[src/rtl/furv_lsu_if.sv]
// Core request/response and word-wide bus signals of the load/store unit.
// The LSU takes the slave modport; the core and memory side takes the master modport.
interface furv_lsu_if #(
  parameter int DATA_W = 32,
  parameter int ADDR_W = 32
);
  localparam int OFF_W = $clog2(DATA_W / 8);

  logic                       req_valid;
  logic                       req_ready;
  logic                       req_write;
  logic [1:0]                 req_width;
  logic                       req_unsigned;
  logic [ADDR_W-1:0]          req_addr;
  logic [31:0]                req_wdata;
  logic                       resp_valid;
  logic [31:0]                resp_rdata;
  logic                       resp_err;
  logic                       mem;
  logic                       mem_write;
  logic [ADDR_W-OFF_W-1:0]    addr;
  logic [DATA_W/8-1:0]        sel;
  logic [DATA_W-1:0]          data_out;
  logic [DATA_W-1:0]          data_in;
  logic                       ack;

  modport master (
    output req_valid, req_write, req_width, req_unsigned, req_addr, req_wdata,
    input  req_ready, resp_valid, resp_rdata, resp_err,
    input  mem, mem_write, addr, sel, data_out,
    output data_in, ack
  );

  modport slave (
    input  req_valid, req_write, req_width, req_unsigned, req_addr, req_wdata,
    output req_ready, resp_valid, resp_rdata, resp_err,
    output mem, mem_write, addr, sel, data_out,
    input  data_in, ack
  );
endinterface

[src/rtl/furv_lsu.sv]
// furv_lsu: turns byte/half/word core accesses into one or two word-wide bus beats.
// Optional macro FURV_LSU_MISALIGNED_EN: execute misaligned accesses instead of rejecting them.
module furv_lsu #(
  parameter int DATA_W = 32,
  parameter int ADDR_W = 32
) (
  input logic       clk,
  input logic       rst_n,
  furv_lsu_if.slave lsu
);
  localparam int BYTES = DATA_W / 8;
  localparam int OFF_W = $clog2(BYTES);
  localparam int WA_W  = ADDR_W - OFF_W;

  typedef enum logic [1:0] {IDLE, BEAT0, BEAT1, RESP} state_t;

  state_t state, state_nxt;

  logic                write_q;
  logic                unsigned_q;
  logic                err_q;
  logic [1:0]          width_q;
  logic [OFF_W-1:0]    off_q;
  logic [WA_W-1:0]     wa_q;
  logic [31:0]         wdata_q;
  logic [DATA_W-1:0]   rd0_q;
  logic [DATA_W-1:0]   rd1_q;

  logic                accept;
  logic                req_err;
  logic [OFF_W+2:0]    bit_off;
  logic [2*BYTES-1:0]  sel_wide;
  logic [2*DATA_W-1:0] wd_wide;
  logic [31:0]         ld_raw;

  function automatic logic [BYTES-1:0] lane_mask(input logic [1:0] w);
    logic [BYTES-1:0] m;
    m    = '0;
    m[0] = 1'b1;
    if (w != 2'd0) m[1] = 1'b1;
    if (w == 2'd2) m[3:2] = 2'b11;
    return m;
  endfunction

  function automatic int size_bytes(input logic [1:0] w);
    case (w)
      2'd0:    return 1;
      2'd1:    return 2;
      default: return 4;
    endcase
  endfunction

  function automatic logic [31:0] size_data(input logic [31:0] d, input logic [1:0] w);
    case (w)
      2'd0:    return {24'h0, d[7:0]};
      2'd1:    return {16'h0, d[15:0]};
      default: return d;
    endcase
  endfunction

  function automatic logic [31:0] extend_load(input logic [31:0] raw, input logic [1:0] w,
                                              input logic uns);
    case (w)
      2'd0:    return {{24{~uns & raw[7]}}, raw[7:0]};
      2'd1:    return {{16{~uns & raw[15]}}, raw[15:0]};
      default: return raw;
    endcase
  endfunction

  assign accept = (state == IDLE) && lsu.req_valid;

`ifdef FURV_LSU_MISALIGNED_EN
  logic cross_q;

  assign req_err = (lsu.req_width == 2'd3);

  // An access crosses into the next bus word when its last byte lies past the last lane.
  always_ff @(posedge clk) begin
    if (accept)
      cross_q <= (int'(lsu.req_addr[OFF_W-1:0]) + size_bytes(lsu.req_width)) > BYTES;
  end
`else
  logic req_misal;

  assign req_misal = ((lsu.req_width == 2'd1) && lsu.req_addr[0]) ||
                     ((lsu.req_width == 2'd2) && (lsu.req_addr[1:0] != 2'b00));
  assign req_err   = (lsu.req_width == 2'd3) || req_misal;
`endif

  always_ff @(posedge clk) begin
    if (!rst_n) state <= IDLE;
    else        state <= state_nxt;
  end

  always_comb begin
    state_nxt = state;
    case (state)
      IDLE:    if (lsu.req_valid) state_nxt = req_err ? RESP : BEAT0;
      BEAT0: begin
        if (lsu.ack) begin
`ifdef FURV_LSU_MISALIGNED_EN
          state_nxt = cross_q ? BEAT1 : RESP;
`else
          state_nxt = RESP;
`endif
        end
      end
      BEAT1:   if (lsu.ack) state_nxt = RESP;
      RESP:    state_nxt = IDLE;
      default: state_nxt = IDLE;
    endcase
  end

  // Request fields are captured once on acceptance; bus beats capture their read data on ack.
  always_ff @(posedge clk) begin
    if (accept) begin
      write_q    <= lsu.req_write;
      unsigned_q <= lsu.req_unsigned;
      err_q      <= req_err;
      width_q    <= lsu.req_width;
      off_q      <= lsu.req_addr[OFF_W-1:0];
      wa_q       <= lsu.req_addr[ADDR_W-1:OFF_W];
      wdata_q    <= lsu.req_wdata;
      rd1_q      <= '0;
    end
    if ((state == BEAT0) && lsu.ack) rd0_q <= lsu.data_in;
    if ((state == BEAT1) && lsu.ack) rd1_q <= lsu.data_in;
  end

  // Shifting across two bus words yields beat0 lanes in the low half and beat1 lanes in the high half.
  assign bit_off  = {off_q, 3'b000};
  assign sel_wide = {{BYTES{1'b0}}, lane_mask(width_q)} << off_q;
  assign wd_wide  = {{(2*DATA_W-32){1'b0}}, size_data(wdata_q, width_q)} << bit_off;
  assign ld_raw   = 32'({rd1_q, rd0_q} >> bit_off);

  always_comb begin
    lsu.mem       = 1'b0;
    lsu.mem_write = 1'b0;
    lsu.addr      = '0;
    lsu.sel       = '0;
    lsu.data_out  = '0;
    if (state == BEAT0) begin
      lsu.mem       = 1'b1;
      lsu.mem_write = write_q;
      lsu.addr      = wa_q;
      lsu.sel       = sel_wide[BYTES-1:0];
      lsu.data_out  = write_q ? wd_wide[DATA_W-1:0] : '0;
    end else if (state == BEAT1) begin
      lsu.mem       = 1'b1;
      lsu.mem_write = write_q;
      lsu.addr      = wa_q + WA_W'(1);
      lsu.sel       = sel_wide[2*BYTES-1:BYTES];
      lsu.data_out  = write_q ? wd_wide[2*DATA_W-1:DATA_W] : '0;
    end
  end

  assign lsu.req_ready  = (state == IDLE);
  assign lsu.resp_valid = (state == RESP);
  assign lsu.resp_err   = (state == RESP) && err_q;
  assign lsu.resp_rdata = ((state == RESP) && !write_q && !err_q) ?
                          extend_load(ld_raw, width_q, unsigned_q) : 32'h0;
endmodule

[src/flat_wrapper.sv]
// flat-port wrapper written by rule: the top's interface ports become plain ports
module furv_lsu_flat 
#(
  parameter int DATA_W = 32,
  parameter int ADDR_W = 32
)
  (clk, rst_n, lsu_req_valid, lsu_req_write, lsu_req_width, lsu_req_unsigned, lsu_req_addr, lsu_req_wdata, lsu_req_ready, lsu_resp_valid, lsu_resp_rdata, lsu_resp_err, lsu_mem, lsu_mem_write, lsu_addr, lsu_sel, lsu_data_out, lsu_data_in, lsu_ack);
  furv_lsu_if #(.DATA_W(DATA_W), .ADDR_W(ADDR_W)) lsu_i ();
  input logic clk;
  input logic rst_n;
  input wire logic [$bits(lsu_i.req_valid)-1:0] lsu_req_valid;
  input wire logic [$bits(lsu_i.req_write)-1:0] lsu_req_write;
  input wire logic [$bits(lsu_i.req_width)-1:0] lsu_req_width;
  input wire logic [$bits(lsu_i.req_unsigned)-1:0] lsu_req_unsigned;
  input wire logic [$bits(lsu_i.req_addr)-1:0] lsu_req_addr;
  input wire logic [$bits(lsu_i.req_wdata)-1:0] lsu_req_wdata;
  output wire logic [$bits(lsu_i.req_ready)-1:0] lsu_req_ready;
  output wire logic [$bits(lsu_i.resp_valid)-1:0] lsu_resp_valid;
  output wire logic [$bits(lsu_i.resp_rdata)-1:0] lsu_resp_rdata;
  output wire logic [$bits(lsu_i.resp_err)-1:0] lsu_resp_err;
  output wire logic [$bits(lsu_i.mem)-1:0] lsu_mem;
  output wire logic [$bits(lsu_i.mem_write)-1:0] lsu_mem_write;
  output wire logic [$bits(lsu_i.addr)-1:0] lsu_addr;
  output wire logic [$bits(lsu_i.sel)-1:0] lsu_sel;
  output wire logic [$bits(lsu_i.data_out)-1:0] lsu_data_out;
  input wire logic [$bits(lsu_i.data_in)-1:0] lsu_data_in;
  input wire logic [$bits(lsu_i.ack)-1:0] lsu_ack;
  assign lsu_i.req_valid = lsu_req_valid;
  assign lsu_i.req_write = lsu_req_write;
  assign lsu_i.req_width = lsu_req_width;
  assign lsu_i.req_unsigned = lsu_req_unsigned;
  assign lsu_i.req_addr = lsu_req_addr;
  assign lsu_i.req_wdata = lsu_req_wdata;
  assign lsu_req_ready = lsu_i.req_ready;
  assign lsu_resp_valid = lsu_i.resp_valid;
  assign lsu_resp_rdata = lsu_i.resp_rdata;
  assign lsu_resp_err = lsu_i.resp_err;
  assign lsu_mem = lsu_i.mem;
  assign lsu_mem_write = lsu_i.mem_write;
  assign lsu_addr = lsu_i.addr;
  assign lsu_sel = lsu_i.sel;
  assign lsu_data_out = lsu_i.data_out;
  assign lsu_i.data_in = lsu_data_in;
  assign lsu_i.ack = lsu_ack;
  furv_lsu #(.DATA_W(DATA_W), .ADDR_W(ADDR_W)) u_core (.clk(clk), .rst_n(rst_n), .lsu(lsu_i));
endmodule
[config.mk]
export PLATFORM = sky130hd
export DESIGN_NAME = furv_lsu_flat
export DESIGN_NICKNAME = d
export VERILOG_FILES = /design/src/rtl/furv_lsu_if.sv /design/src/rtl/furv_lsu.sv /design/src/flat_wrapper.sv
export SDC_FILE = /design/constraint.sdc
export NUM_CORES = 1
export LEC_CHECK = 0
export CORE_MARGIN = 8
export CORE_UTILIZATION = 46
export CTS_BUF_LIST = sky130_fd_sc_hd__clkbuf_8
export DETAILED_ROUTE_END_ITERATION = 8
export PLACE_DENSITY_LB_ADDON = 0.25
export SLEW_MARGIN = 20
export SYNTH_ARGS = -nofsm -noshare
export SYNTH_HDL_FRONTEND = slang
export SYNTH_SLANG_ARGS = --single-unit
[constraint.sdc]
create_clock -name clk -period 5.9 [get_ports clk]
set_input_delay 0.885 -clock clk [delete_from_list [all_inputs] [get_ports clk]]
set_output_delay 0.885 -clock clk [all_outputs]
set_load 0.05 [all_outputs]
==> reports/results.txt, run 1 <==
Mapped Nets: 747
CTS tree: built
cells after synthesis: 637
Core Area: 15100 um2
number of flops mapped to enable cells by yosys: 125
clock insertion delay at the later pin of the skew report: 0.43 ns
Tmin final: 5.03 ns
Vert. Die Dim: 140 um
Layout Skew: 0.0141 ns
sequential area share after synthesis: 53.7%
Die Wd: 140 um
cts hold-fix bufs: 0
Starting Density: 46.8%
status: finished clean
Post-synth ARST share: 0%
placed insts: 990
startpoint types: register
largest area contributor in the netlist: edfxtp_1
Synth top area share: 53.2%
std cell rows: 45
Residual DRC: 0
number of setup violations in the final report: 0
clk slew on worst S/H paths: 0.07 ns
top cells by area, synth: edfxtp_1 (53%), mux2_2 (6.9%), mux2i_1 (4.0%), nand2_1 (2.7%), nor2_1 (2.7%)
measured slew at the worst slew-check pin: 1.06 ns
unrepaired setup endpoints after global routing: false
die footprint: 19600 um2
crit path DAT: 4.15 ns
Post-CTS Setup Bufs: 0
Commonest cells post-synth: edfxtp_1 (125), nand2_1 (51), nor2_1 (51)
FF+latch count, synth: 127
H-tree levels: 4
DRT iter0 DRCs: 537
# diodes: 0
Hold Slack: 0.703 ns
final net count: 931
number of global-route vias before repair: 5820
Clock Tree Buf Depth: 2
Worst slew margin: 29.7%
drt pass-1 iters: 5
max cap viols: 0
WL/cell: 20.2 um
synth unique cells: 53
crit share post-route: 85.3%
Critical Path RT: 5.02 ns
syn_area_per_cell: 11.1 um2
Post-Syn Area: 7060 um2
area grow syn2layout: 35.9%
cts repair resizes: 0
Final ANT Viol Nets: 0
routed via count: 5955
gr usage total: 20.8%
endpoints failing hold: 0
Worst Setup End Kind: primary output
PortBufs: 206
WL final: 20.7 mm
setup_tns: 0 ns
clk sinks: 127
Synth warnings: 0
Leakage: 0.00338 uW
share of cells above drive strength 1: 11.4%
Peak VDD IR: 0.417 mV
Hold Crit Class: register to register
kind of critical path: register to primary output
Max FO, Critical Path: 31
initial antenna violation count: 0
GP Congestion: 0.908
total grt overflow: 0
vias per cell: 5.83
Finished Layout Cells: 1021
cell area power density: 398 nW/um2
Slew Viols, Final: 0
most frequent cell after synthesis: edfxtp_1
largest net degree at the start of global routing: 71
most common flop cell mapped by yosys: edfxtp_1
HPWL after DPL: 15.1 mm
I/O pin count: 207
Max Freq: 0.199 GHz
TritonCTS Buffers: 17
first-pass GRT wire length: 31.9 mm
root buffer cell: clkbuf_8
power breakdown:
| group | internal (uW) | switching (uW) |
|---|---|---|
| Combinational | 612 | 1140 |
| Clock | 365 | 325 |
| Sequential | 1240 | 137 |
worst max-delay path, cell delays in order, from the launching register on:
cell	delay (ns)
dfxtp_1	0.33
inv_1	0.13
ha_1	0.80
nor2b_1	0.27
nand2_1	0.41
nor2_1	0.68
a221o_1	0.27
clkdlybuf4s50_1	0.81
registers in the layout (all words and copies together), names as in the netlist:
name               flops
u_core.write_q         1
u_core.unsigned_q      1
u_core.state           2
u_core.wdata_q        32
u_core.rd1_q          24
u_core.err_q           1
u_core.wa_q           30
u_core.width_q         2
u_core.rd0_q          32
u_core.off_q           2
stage by stage:
stage          util, %  cell area (um2)  setup slack [ns]  power [uW]
3_5_place_dp      61.2             9230              1.28        3140
3_3_place_gp      61.2             9230              1.47        3110
4_1_cts           63.6             9590             0.812        3840
2_1_floorplan        -             7060              2.25        2550
6_report          63.6             9590             0.867        3820
5_1_grt           63.6             9590             0.614        4020
kinds of logic (layout without fill, tap and decap cells):
logic type | after synthesis | count (layout) | share of synthesized area [%]
AOI/OAI and AO/OA | 148 | 148 | 13.9
xor gates and xnor gates | 9 | 9 | 1.12
adders and majority gates | 6 | 6 | 1.06
buffers and inverters | 57 | 253 | 3.17
DFF | 127 | 127 | 53.7
muxes | 71 | 71 | 10.8
and+or+nand+nor | 219 | 219 | 16.1
per-layer routing:
metal  global-route usage [%]  routed length, um
met1                     25.8               8600
met2                     33.4               9840
met3                     6.84               1800
met4                     7.14                426
met5                        0                  0
final timing paths:
kind / start / to / slack (ns) / cells after the start
worst max-delay path: u_core.state[1] / lsu_data_out[3] / 0.87 / 7
worst max register to register: u_core.state[0] / u_core.rd1_q[20] / 3.14 / 4
worst min register to register: u_core.state[1] / u_core.state[1] / 0.70 / 3
worst min-delay path: u_core.state[1] / u_core.state[1] / 0.70 / 3
area by class of cell:
| class | count | area, um2 |
|---|---|---|
| Clock buffer | 17 | 234 |
| Inverter | 8 | 30.0 |
| Sequential cell | 127 | 3790 |
| Timing Repair Buffer | 214 | 2120 |
| Multi-Input combinational cell | 453 | 3050 |
| Tap cell | 188 | 235 |
| Fill cell | 1202 | 5500 |
| Clock inverter | 14 | 129 |
layout by cell type, fill, tap and decap left out, types with 5 or more instances in the layout:
master             n
clkbuf_8          17
ha_1               6
buf_4              8
and3_1            28
o31ai_1            9
nand2b_1           5
nor4_1             6
clkdlybuf4s50_1  206
or4_1             12
and2_1             7
mux2_2            43
or2_2             10
nand3_1           13
nand2_1           51
nor2b_1           10
o211ai_1           8
edfxtp_1         125
mux2i_1           28
o22ai_1           10
o21ai_0           32
a21oi_1           37
a221o_1           16
nor2_1            51
xnor2_1            6
a22oi_1           16
inv_1             12
Note: power is estimated with default switching activity, not from simulation.
==> run 2: changes to the inputs <==
Settings changed: CTS_CLUSTER_SIZE set to 30.
==> results of run 2 <==
No change in the layout: final DEF, timing and power equal those of run 1.
